`src/rtl/ifu_fetch_pkg.sv`:
```
// ifu_fetch_pkg
// Shared constants and types for the instruction fetch unit:
//   XLEN / INST_W    - address and instruction widths
//   RESET_PC_DEFAULT - default first fetch address after reset
//   fetch_state_e    - fetch FSM state encoding (REQ / WAIT / DROP)
//   fetch_entry_t    - one buffered instruction {pc, data}
//   word_align()     - clears the two low address bits
package ifu_fetch_pkg;

  localparam int unsigned XLEN   = 32;
  localparam int unsigned INST_W = 32;

  localparam logic [XLEN-1:0] RESET_PC_DEFAULT = 32'h8000_0000;

  typedef enum logic [1:0] {
    ST_REQ  = 2'd0,  // issue a request when the buffer has room
    ST_WAIT = 2'd1,  // one live request outstanding
    ST_DROP = 2'd2   // one stale request outstanding, its response is discarded
  } fetch_state_e;

  typedef struct packed {
    logic [XLEN-1:0]   pc;
    logic [INST_W-1:0] data;
  } fetch_entry_t;

  function automatic logic [XLEN-1:0] word_align(input logic [XLEN-1:0] addr);
    return addr & {{(XLEN-2){1'b1}}, 2'b00};
  endfunction

endpackage

```
`src/rtl/ifu_fifo.sv`:
```
// ifu_fifo
// Small synchronous FIFO holding fetched instructions for decode.
// Ports:
//   clk, rst (async active-low)
//   clear      - empties the FIFO on the next edge (wins over push/pop)
//   push       - write push_data (ignored when full and not popping)
//   pop        - drop head entry (ignored when empty)
//   head       - current head entry
//   count      - number of valid entries (0..DEPTH)
// DEPTH must be a power of two so the pointers wrap naturally.
module ifu_fifo #(
  parameter int unsigned DEPTH = 2,
  parameter int unsigned WIDTH = 64
) (
  input  logic                    clk,
  input  logic                    rst,
  input  logic                    clear,
  input  logic                    push,
  input  logic [WIDTH-1:0]        push_data,
  input  logic                    pop,
  output logic [WIDTH-1:0]        head,
  output logic [$clog2(DEPTH):0]  count
);

  localparam int unsigned AW = $clog2(DEPTH);
  localparam int unsigned CW = AW + 1;
  localparam logic [CW-1:0] FULL_CNT = CW'(DEPTH);

  logic [WIDTH-1:0] mem_r [DEPTH];
  logic [AW-1:0]    wr_ptr_r;
  logic [AW-1:0]    rd_ptr_r;
  logic [CW-1:0]    count_r;
  logic             push_ok_s;
  logic             pop_ok_s;

  // Qualify push/pop against the current occupancy.
  always_comb begin
    pop_ok_s  = pop && (count_r != {CW{1'b0}});
    push_ok_s = push && ((count_r != FULL_CNT) || pop_ok_s);
  end

  // Storage array; cleared on reset so the head reads zero while in reset.
  always_ff @(posedge clk or negedge rst) begin
    if (!rst) begin
      for (int unsigned i = 0; i < DEPTH; i++) begin
        mem_r[i] <= {WIDTH{1'b0}};
      end
    end else if (push_ok_s && !clear) begin
      mem_r[wr_ptr_r] <= push_data;
    end
  end

  // Pointers and occupancy counter.
  always_ff @(posedge clk or negedge rst) begin
    if (!rst) begin
      wr_ptr_r <= {AW{1'b0}};
      rd_ptr_r <= {AW{1'b0}};
      count_r  <= {CW{1'b0}};
    end else if (clear) begin
      wr_ptr_r <= {AW{1'b0}};
      rd_ptr_r <= {AW{1'b0}};
      count_r  <= {CW{1'b0}};
    end else begin
      if (push_ok_s) begin
        wr_ptr_r <= wr_ptr_r + AW'(1'b1);
      end
      if (pop_ok_s) begin
        rd_ptr_r <= rd_ptr_r + AW'(1'b1);
      end
      case ({push_ok_s, pop_ok_s})
        2'b10:   count_r <= count_r + CW'(1'b1);
        2'b01:   count_r <= count_r - CW'(1'b1);
        default: count_r <= count_r;
      endcase
    end
  end

  assign head  = mem_r[rd_ptr_r];
  assign count = count_r;

endmodule

```
`src/rtl/ifu_fetch.sv`:
```
// ifu_fetch
// Instruction fetch unit: issues sequential word fetches to instruction
// memory (one outstanding at a time) and buffers the returned
// instructions with their PCs for decode. A BPU flush redirects the PC,
// empties the buffer and turns any outstanding request into a stale one
// whose response is dropped.
// Ports:
//   clk, rst (async active-low)
//   bpu_clear_ctrl, redirect_pc        - flush / redirect request
//   imem_req_valid/ready/addr          - fetch request channel
//   imem_rsp_valid/data                - fetch response (no backpressure)
//   inst_valid/ready, inst_pc/data     - buffered instruction to decode
module ifu_fetch
  import ifu_fetch_pkg::*;
#(
  parameter logic [31:0] RESET_PC   = RESET_PC_DEFAULT,
  parameter int unsigned FIFO_DEPTH = 2
) (
  input  logic        clk,
  input  logic        rst,
  input  logic        bpu_clear_ctrl,
  input  logic [31:0] redirect_pc,
  output logic        imem_req_valid,
  input  logic        imem_req_ready,
  output logic [31:0] imem_req_addr,
  input  logic        imem_rsp_valid,
  input  logic [31:0] imem_rsp_data,
  output logic        inst_valid,
  input  logic        inst_ready,
  output logic [31:0] inst_pc,
  output logic [31:0] inst_data
);

  localparam int unsigned CNT_W = $clog2(FIFO_DEPTH) + 1;
  localparam logic [CNT_W-1:0] FULL_CNT = CNT_W'(FIFO_DEPTH);

  fetch_state_e      state_r;
  fetch_state_e      state_s;
  logic [XLEN-1:0]   pc_r;
  logic [XLEN-1:0]   pc_seq_s;
  logic [XLEN-1:0]   pc_s;
  logic [XLEN-1:0]   req_pc_r;
  logic [XLEN-1:0]   req_pc_s;
  logic              push_s;
  logic              pop_s;
  logic              accept_s;
  logic              has_room_s;
  logic [CNT_W-1:0]  count_s;
  fetch_entry_t      head_s;
  fetch_entry_t      push_entry_s;

  // Requests are only offered in REQ with buffer room, and never in reset,
  // so every response that can arrive always has a slot waiting for it.
  assign has_room_s     = (count_s < FULL_CNT);
  assign imem_req_valid = rst && (state_r == ST_REQ) && has_room_s;
  assign imem_req_addr  = pc_r;
  assign accept_s       = imem_req_valid && imem_req_ready;

  // Next state, sequential PC, request PC latch and buffer push.
  always_comb begin
    state_s  = state_r;
    pc_seq_s = pc_r;
    req_pc_s = req_pc_r;
    push_s   = 1'b0;
    case (state_r)
      ST_REQ: begin
        if (accept_s) begin
          if (bpu_clear_ctrl) begin
            // Request left the building but is already stale.
            state_s = ST_DROP;
          end else begin
            state_s  = ST_WAIT;
            req_pc_s = pc_r;
            pc_seq_s = pc_r + 32'd4;
          end
        end else begin
          state_s = ST_REQ;
        end
      end
      ST_WAIT: begin
        if (imem_rsp_valid) begin
          state_s = ST_REQ;
          push_s  = !bpu_clear_ctrl;
        end else if (bpu_clear_ctrl) begin
          state_s = ST_DROP;
        end else begin
          state_s = ST_WAIT;
        end
      end
      ST_DROP: begin
        if (imem_rsp_valid) begin
          state_s = ST_REQ;
        end else begin
          state_s = ST_DROP;
        end
      end
      default: begin
        state_s = ST_REQ;
      end
    endcase
  end

  // A flush overrides whatever sequential PC update was computed.
  assign pc_s = bpu_clear_ctrl ? word_align(redirect_pc) : pc_seq_s;

  // Pop is suppressed during a flush; the buffer is cleared instead.
  assign pop_s = inst_valid && inst_ready && !bpu_clear_ctrl;

  // FSM state, fetch PC and outstanding-request PC.
  always_ff @(posedge clk or negedge rst) begin
    if (!rst) begin
      state_r  <= ST_REQ;
      pc_r     <= RESET_PC;
      req_pc_r <= {XLEN{1'b0}};
    end else begin
      state_r  <= state_s;
      pc_r     <= pc_s;
      req_pc_r <= req_pc_s;
    end
  end

  assign push_entry_s = '{pc: req_pc_r, data: imem_rsp_data};

  ifu_fifo #(
    .DEPTH (FIFO_DEPTH),
    .WIDTH ($bits(fetch_entry_t))
  ) u_fifo (
    .clk       (clk),
    .rst       (rst),
    .clear     (bpu_clear_ctrl),
    .push      (push_s),
    .push_data (push_entry_s),
    .pop       (pop_s),
    .head      (head_s),
    .count     (count_s)
  );

  assign inst_valid = (count_s != {CNT_W{1'b0}});
  assign inst_pc    = head_s.pc;
  assign inst_data  = head_s.data;

endmodule
```
`config.mk`:
```
export PLATFORM = sky130hd
export DESIGN_NAME = ifu_fetch
export DESIGN_NICKNAME = d
export VERILOG_FILES = /design/src/rtl/ifu_fetch_pkg.sv /design/src/rtl/ifu_fifo.sv /design/src/rtl/ifu_fetch.sv
export SDC_FILE = /design/constraint.sdc
export NUM_CORES = 1
export LEC_CHECK = 0
export CORE_MARGIN = 5
export CORE_UTILIZATION = 48
export DETAILED_ROUTE_END_ITERATION = 16
export PLACE_DENSITY = 0.77
export SLEW_MARGIN = 20
export SYNTH_ARGS = -nofsm -noshare
export SYNTH_HDL_FRONTEND = slang
export SYNTH_HIERARCHICAL = 1
export SYNTH_SLANG_ARGS = --single-unit
```
`constraint.sdc`:
```
create_clock -name clk -period 2.3 [get_ports clk]
set_input_delay 0.46 -clock clk [delete_from_list [all_inputs] [get_ports clk]]
set_output_delay 0.46 -clock clk [all_outputs]
set_load 0.01 [all_outputs]
```
After elaboration in Yosys (flattened, before gate mapping):

Index checks and enable logic that the tools add are counted.
Widths: inputs -> output; s select.

* bits in registers: 198
* bits of input ports: 70
* output and inout port bits: 98
* word-level logic and storage cells: 67

* $add $sub $neg: 5
* order comparisons: 4
* equality and inequality tests: 5
* mux-type cells: 22
* bitwise gates (word level): 3
* reduce and logical (&&, ||, !) cells: 20

Operator list (count)
* $mux 64: 4
* $bwmux 128: 1
* $mux 32: 3
* $demux 64 s1: 1
* $add 32x3->32 const B: 1
* $mux 2: 5
* $reduce_bool 2->1: 5
* $logic_and 1x1->1: 9
* $mux 1: 6
* $pmux 2 s3: 1
* $eq 2x1->1 const B: 2
* $eq 2x2->1 const B: 2
* $ge 2x2->1 const B: 2
* $not 1->2: 2
* $pmux 2 s2: 1
* $reduce_and 3->1: 1
* $reduce_bool 3->1: 1
* $add 1x1->1 const B: 2
* $add 2x1->2 const B: 1
* $logic_not 2->1: 1
* $lt 2x1->1 const B: 1
* $lt 2x2->1 const B: 1
* $ne 2x2->1 const B: 1
* $reduce_and 2->1: 1
* 4 further kinds: 4

Longest topological paths before layout:

* word-level depth: 9
* depth in mapped cells: 9
* mapped depth without buffers: 5

Modules after synthesis:

The synthesis kept the hierarchy.

By module, submodules not included
* ifu_fifo: instances 1, cells each 365, area an instance 5913.2 sq um, sequential area each 3303.2 sq um
* ifu_fetch: instances 1, cells each 297, area an instance 3084.2 sq um, sequential area each 1552.7 sq um

Least setup slack after synthesis:

No wires, ideal clock.

* kind: input to register
* from: input bpu_clear_ctrl
* to: register u_fifo/mem_r[100] (netlist name)
* setup time: 125 ps
* data arrival time: 2578 ps
* data required time: 2175 ps
* setup slack: -403 ps
* stages on the path: 8
* path through: clkbuf_1 clkbuf_1 clkbuf_1 nor3b_1 or4b_4 buf_6 buf_6 mux2_4

RTL lines
* start: declaration: RTL line ifu_fetch.sv:21 `input logic bpu_clear_ctrl,`
* $logic_not 1->1: RTL line ifu_fetch.sv:83 `push_s = !bpu_clear_ctrl;`
* $mux 1: RTL line ifu_fetch.sv:81 `if (imem_rsp_valid) begin`
* $mux 1: RTL line ifu_fetch.sv:65 `case (state_r)`
* net push_s: RTL line ifu_fetch.sv:44 `logic push_s;`
* $logic_and 1x1->1: RTL line ifu_fifo.sv:39 `push_ok_s = push && ((count_r != FULL_CNT) || pop_ok_s);`
* $logic_and 1x1->1: RTL line ifu_fifo.sv:48 `end else if (push_ok_s && !clear) begin`
* end signal: indexed assignment: RTL line ifu_fifo.sv:46 `mem_r[i] <= {WIDTH{1'b0}};`
* end signal: indexed assignment: RTL line ifu_fifo.sv:49 `mem_r[wr_ptr_r] <= push_data;`
* end: declaration: RTL line ifu_fifo.sv:29 `logic [WIDTH-1:0] mem_r [DEPTH];`

The timed path passes the listed nets, and every way through them passes these cells.
A chain may end at the register's enable or synchronous reset.

Final worst setup path:

* from: register u_fifo.rd_ptr_r
* to: output inst_pc[13]

* cells in the longest elaborated chain, start to end: 4

RTL lines
* start: declaration: RTL line ifu_fifo.sv:31 `logic [AW-1:0] rd_ptr_r;`
* start signal: assignment: RTL line ifu_fifo.sv:57 `rd_ptr_r <= {AW{1'b0}};`
* start signal: assignment: RTL line ifu_fifo.sv:61 `rd_ptr_r <= {AW{1'b0}};`
* start signal: assignment: RTL line ifu_fifo.sv:68 `rd_ptr_r <= rd_ptr_r + AW'(1'b1);`
* $not 1->2 (implied by the code): RTL line ifu_fifo.sv:78 `assign head = mem_r[rd_ptr_r];`
* $mux 64 (implied by the code) (3 in a row): RTL line ifu_fifo.sv:78
* end: declaration: RTL line ifu_fetch.sv:30 `output logic [31:0] inst_pc,`

No other way between the ends. The select of a mux whose other input is x is not followed.

==> metrics.md <==
| Metric | Value |
|---|---|
| Final worst slack | approximately 97 ps |
| Non-filler instance count after layout | roughly 1.1k |
| Starting Density | 48.4% |
| Main flop type after synthesis | dfrtp_1 |
| Final WL | 20700 um |
| Nets@finish | 908 |
| Routed vias/inst | ~5.6 |
| # DRC | 0 |
| Post-CTS Hold Buffers | 0 |
| Yosys Warn Count | 6 |
| Via count | 6042 |
| Initial antenna violation count | 0 |
| Endpoints failing setup | 0 |
| Placed Cells incl. Taps | approximately 1.1k |
| CP delay by family, top | buffers and inverters |
| Min-Delay Path Class | primary input to asynchronous set/reset pin |
| Worst VDD drop | 0.505 mV |
| CP max-delay cell | dfrtp_2 |
| # IOs | 168 |
| Status | finished, final reports clean |
| Worst Path Arrival | between 1500 and 2000 ps |
| Drt pass-1 iters | 5 |
| Asr flop ratio synth | between 90% and 100% |
| Std cell rows | 50 |
| # diodes | 0 |
| DIE AREA | roughly 0.022 mm2 |
| Number of synthesized flops with an enable pin | 0 |
| Commonest cells post-synth | 193 x dfrtp_1, 172 x mux2_2, 49 x mux2_4, 26 x nand2_1, 22 x nor2_1 |
| Worst-Skew Late Latency | 420 ps |
| Relative slew slack | 51.5% |
| Remaining Overflow, GRT | 0 |
| Setup TNS Final | 0 ps |
| TritonCTS clock tree | yes |
| Total CTS buffers | 17 |
| Max Slew Vio Count | 0 |
| CP required | approximately 1800 ps |
| Vias in the first global route | between 6k and 7k |
| Worst setup SP type | flop |
| Max_cap viols | 0 |
| Post-DRT Antenna Nets | 0 |
| First-pass GRT wire length | approximately 34000 um |
| Syn avg cell area | 13.6 um2 |
| Largest net degree at the start of global routing | 195 |
| Die outline height | between 100 and 150 um |
| Post-synth cell types | 44 |
| Sequential area share after synthesis | between 50 and 60% |
| Post-synth top area share | between 50 and 60% |
| Core area | 0.0186 mm2 |
| Setup CP Type | flop to output port |
| Largest stage delay, worst path | around 400 ps |
| Mapped Cells | ~660 |
| Top post-synthesis cells by area | dfrtp_1 54%, mux2_2 22%, mux2_4 8.2% |
| Worst Tran Pin Value | between 700 and 800 ps |
| Wirelength per Cell | 19.1 um |
| Yosys reg bits | between 150 and 200 |
| P per Cell Area | between 800 and 900 mW/mm2 |
| Root Buffer | clkbuf_16 |
| Largest area contributor in the synthesized netlist | dfrtp_1 |
| Global-route usage over all layers | about a fifth |
| Worst path bufs/invs | 2 |
| RSZ-0062 raised after global routing | no |
| Leading cell type by number of instances after synthesis | dfrtp_1 |
| Total leakage power | between 5 and 6 nW |
| Clk slew on worst S/H paths | roughly 60 ps |
| Hpwl dp | approximately 14000 um |
| Layout cell share with drive strength beyond 1 | approximately 35% |
| Worst-case clock buffer depth | 2 |
| Clock Skews | 10.3 ps |
| Fin crit share | a little over nine tenths |
| Final worst path period need | 2200 ps |
| CP Capture Type | output port |
| Max Freq | around 0.45 GHz |
| Critical-path maximum fanout | 30 |
| Synthesized area | 0.00900 mm2 |
| Total power | between 9 and 10 mW |
| Initial DRC count | 243 |
| Hold violation total from the final report | 0 |
| H-tree Lvls | 4 |
| CTS sink cnt | slightly below 200 |
| RD Place Congestion | slightly below 0.9 |
| I/O Buffers | between 150 and 200 |
| Pre-CTS setup slack | -212 ps |
| Critical-path cell list | buf_12 > mux2_2 > dlygate4sd2_1 |
| Layout area overhead | 29.2% |
| Worst hold slack | ~50 ps |
| Die width | 147 um |
-- path summary, 6_finish.rpt --
path / start / to / slack [ps] / cells after the start
min reg2reg: u_fifo/mem_r[48] / u_fifo/mem_r[48] / 500 / 1
max: u_fifo/rd_ptr_r / inst_pc[13] / 100 / 3
max reg2reg: u_fifo/count[1] / imem_req_addr[24] / 160 / 6
max in group asynchronous: rst / u_fifo/mem_r[0] / 1270 / 3
min: rst / u_fifo/mem_r[95] / 50 / 2
min in group clk: u_fifo/mem_r[48] / u_fifo/mem_r[48] / 500 / 1
-- stage by stage --
| stage | area, um2 | util (%) |
|---|---|---|
| CTS | 11600 | 62.4 |
| detailed placement | 11100 | 59.5 |
| global route | 11600 | 62.6 |
| finish | 11600 | 62.6 |
| floorplan | 9110 | - |
| global placement | 11100 | 59.5 |
-- kinds of logic (layout without fill, tap and decap cells) --
kind of cell	after synthesis	after routing	share of synthesized area [%]
simple gates	129	129	8.26
xor+xnor	8	8	0.779
compound gates	62	62	4.28
flops	194	194	54.0
buf+inv	44	226	2.60
other cells	1	6	0.0417
mux	223	223	29.9
fa+ha+maj	1	1	0.139
-- worst register-to-register path, delay by kind of cell, from the launching register on --
kind                   cells  cell delay, ps
AOI/OAI and AO/OA          1             190
DFF                        1             430
and+or+nand+nor            3            1030
buffers and inverters      2             420
-- state kept, by name, summed over array words and instances (netlist names) --
signal and flops:
u_fifo/count 2, req_pc_r 30, u_fifo/mem_r 128, u_fifo/rd_ptr_r 1, state_r 2, imem_req_addr 30, u_fifo/wr_ptr_r 1
-- layout by cell type (no fill, tap or decap), drive strengths merged, types with 3 or more instances in the layout --
cell type,Yosys,routed
dfrtp,193,193
and2,3,3
inv,4,6
clkbuf,19,21
nand4,9,9
a21oi,4,4
or4,13,13
a31oi,18,18
nor2b,3,3
bufinv,0,3
conb,1,6
nand2b,4,4
and3,10,10
nand3,12,12
o21ai,21,21
nor2,22,22
clkinv,0,4
mux2,221,221
nand2,26,26
o31ai,13,13
buf,21,28
xor2,6,6
clkdlybuf4s50,0,97
nor3b,3,3
dlygate4sd2,0,65
and4,6,6
or3,8,8
-- power breakdown --
part / internal (mW) / switching, mW
Sequential: 3.95 / 0.410
Clock: 1.78 / 1.26
Combinational: 1.26 / 0.805
-- what timing repair did --
item,in CTS,in global routing
endpoints found under the setup margin,65,3
gates resized for setup,66,0
pin swaps,2,2
buffers inserted,1,1
-- final cells by class --
cell class	count	area [um2]
clock inverter	11	153
timing repair buffer	191	1900
multi-input combinational	429	3950
fill	1424	6950
clock buffer	20	457
inverter	4	15.0
tap	234	293
sequential	194	4860
-- layer usage --
layer / wire [um] / GRT usage [%] / vias up
met5: 0 / 0 / -
met4: 234 / 4.99 / 0
met3: 1120 / 4.75 / 17
met2: 10100 / 32.3 / 197
met1: 9240 / 26.3 / 3068
li1: - / - / 2760
Note: power is estimated with default switching activity, not from simulation.
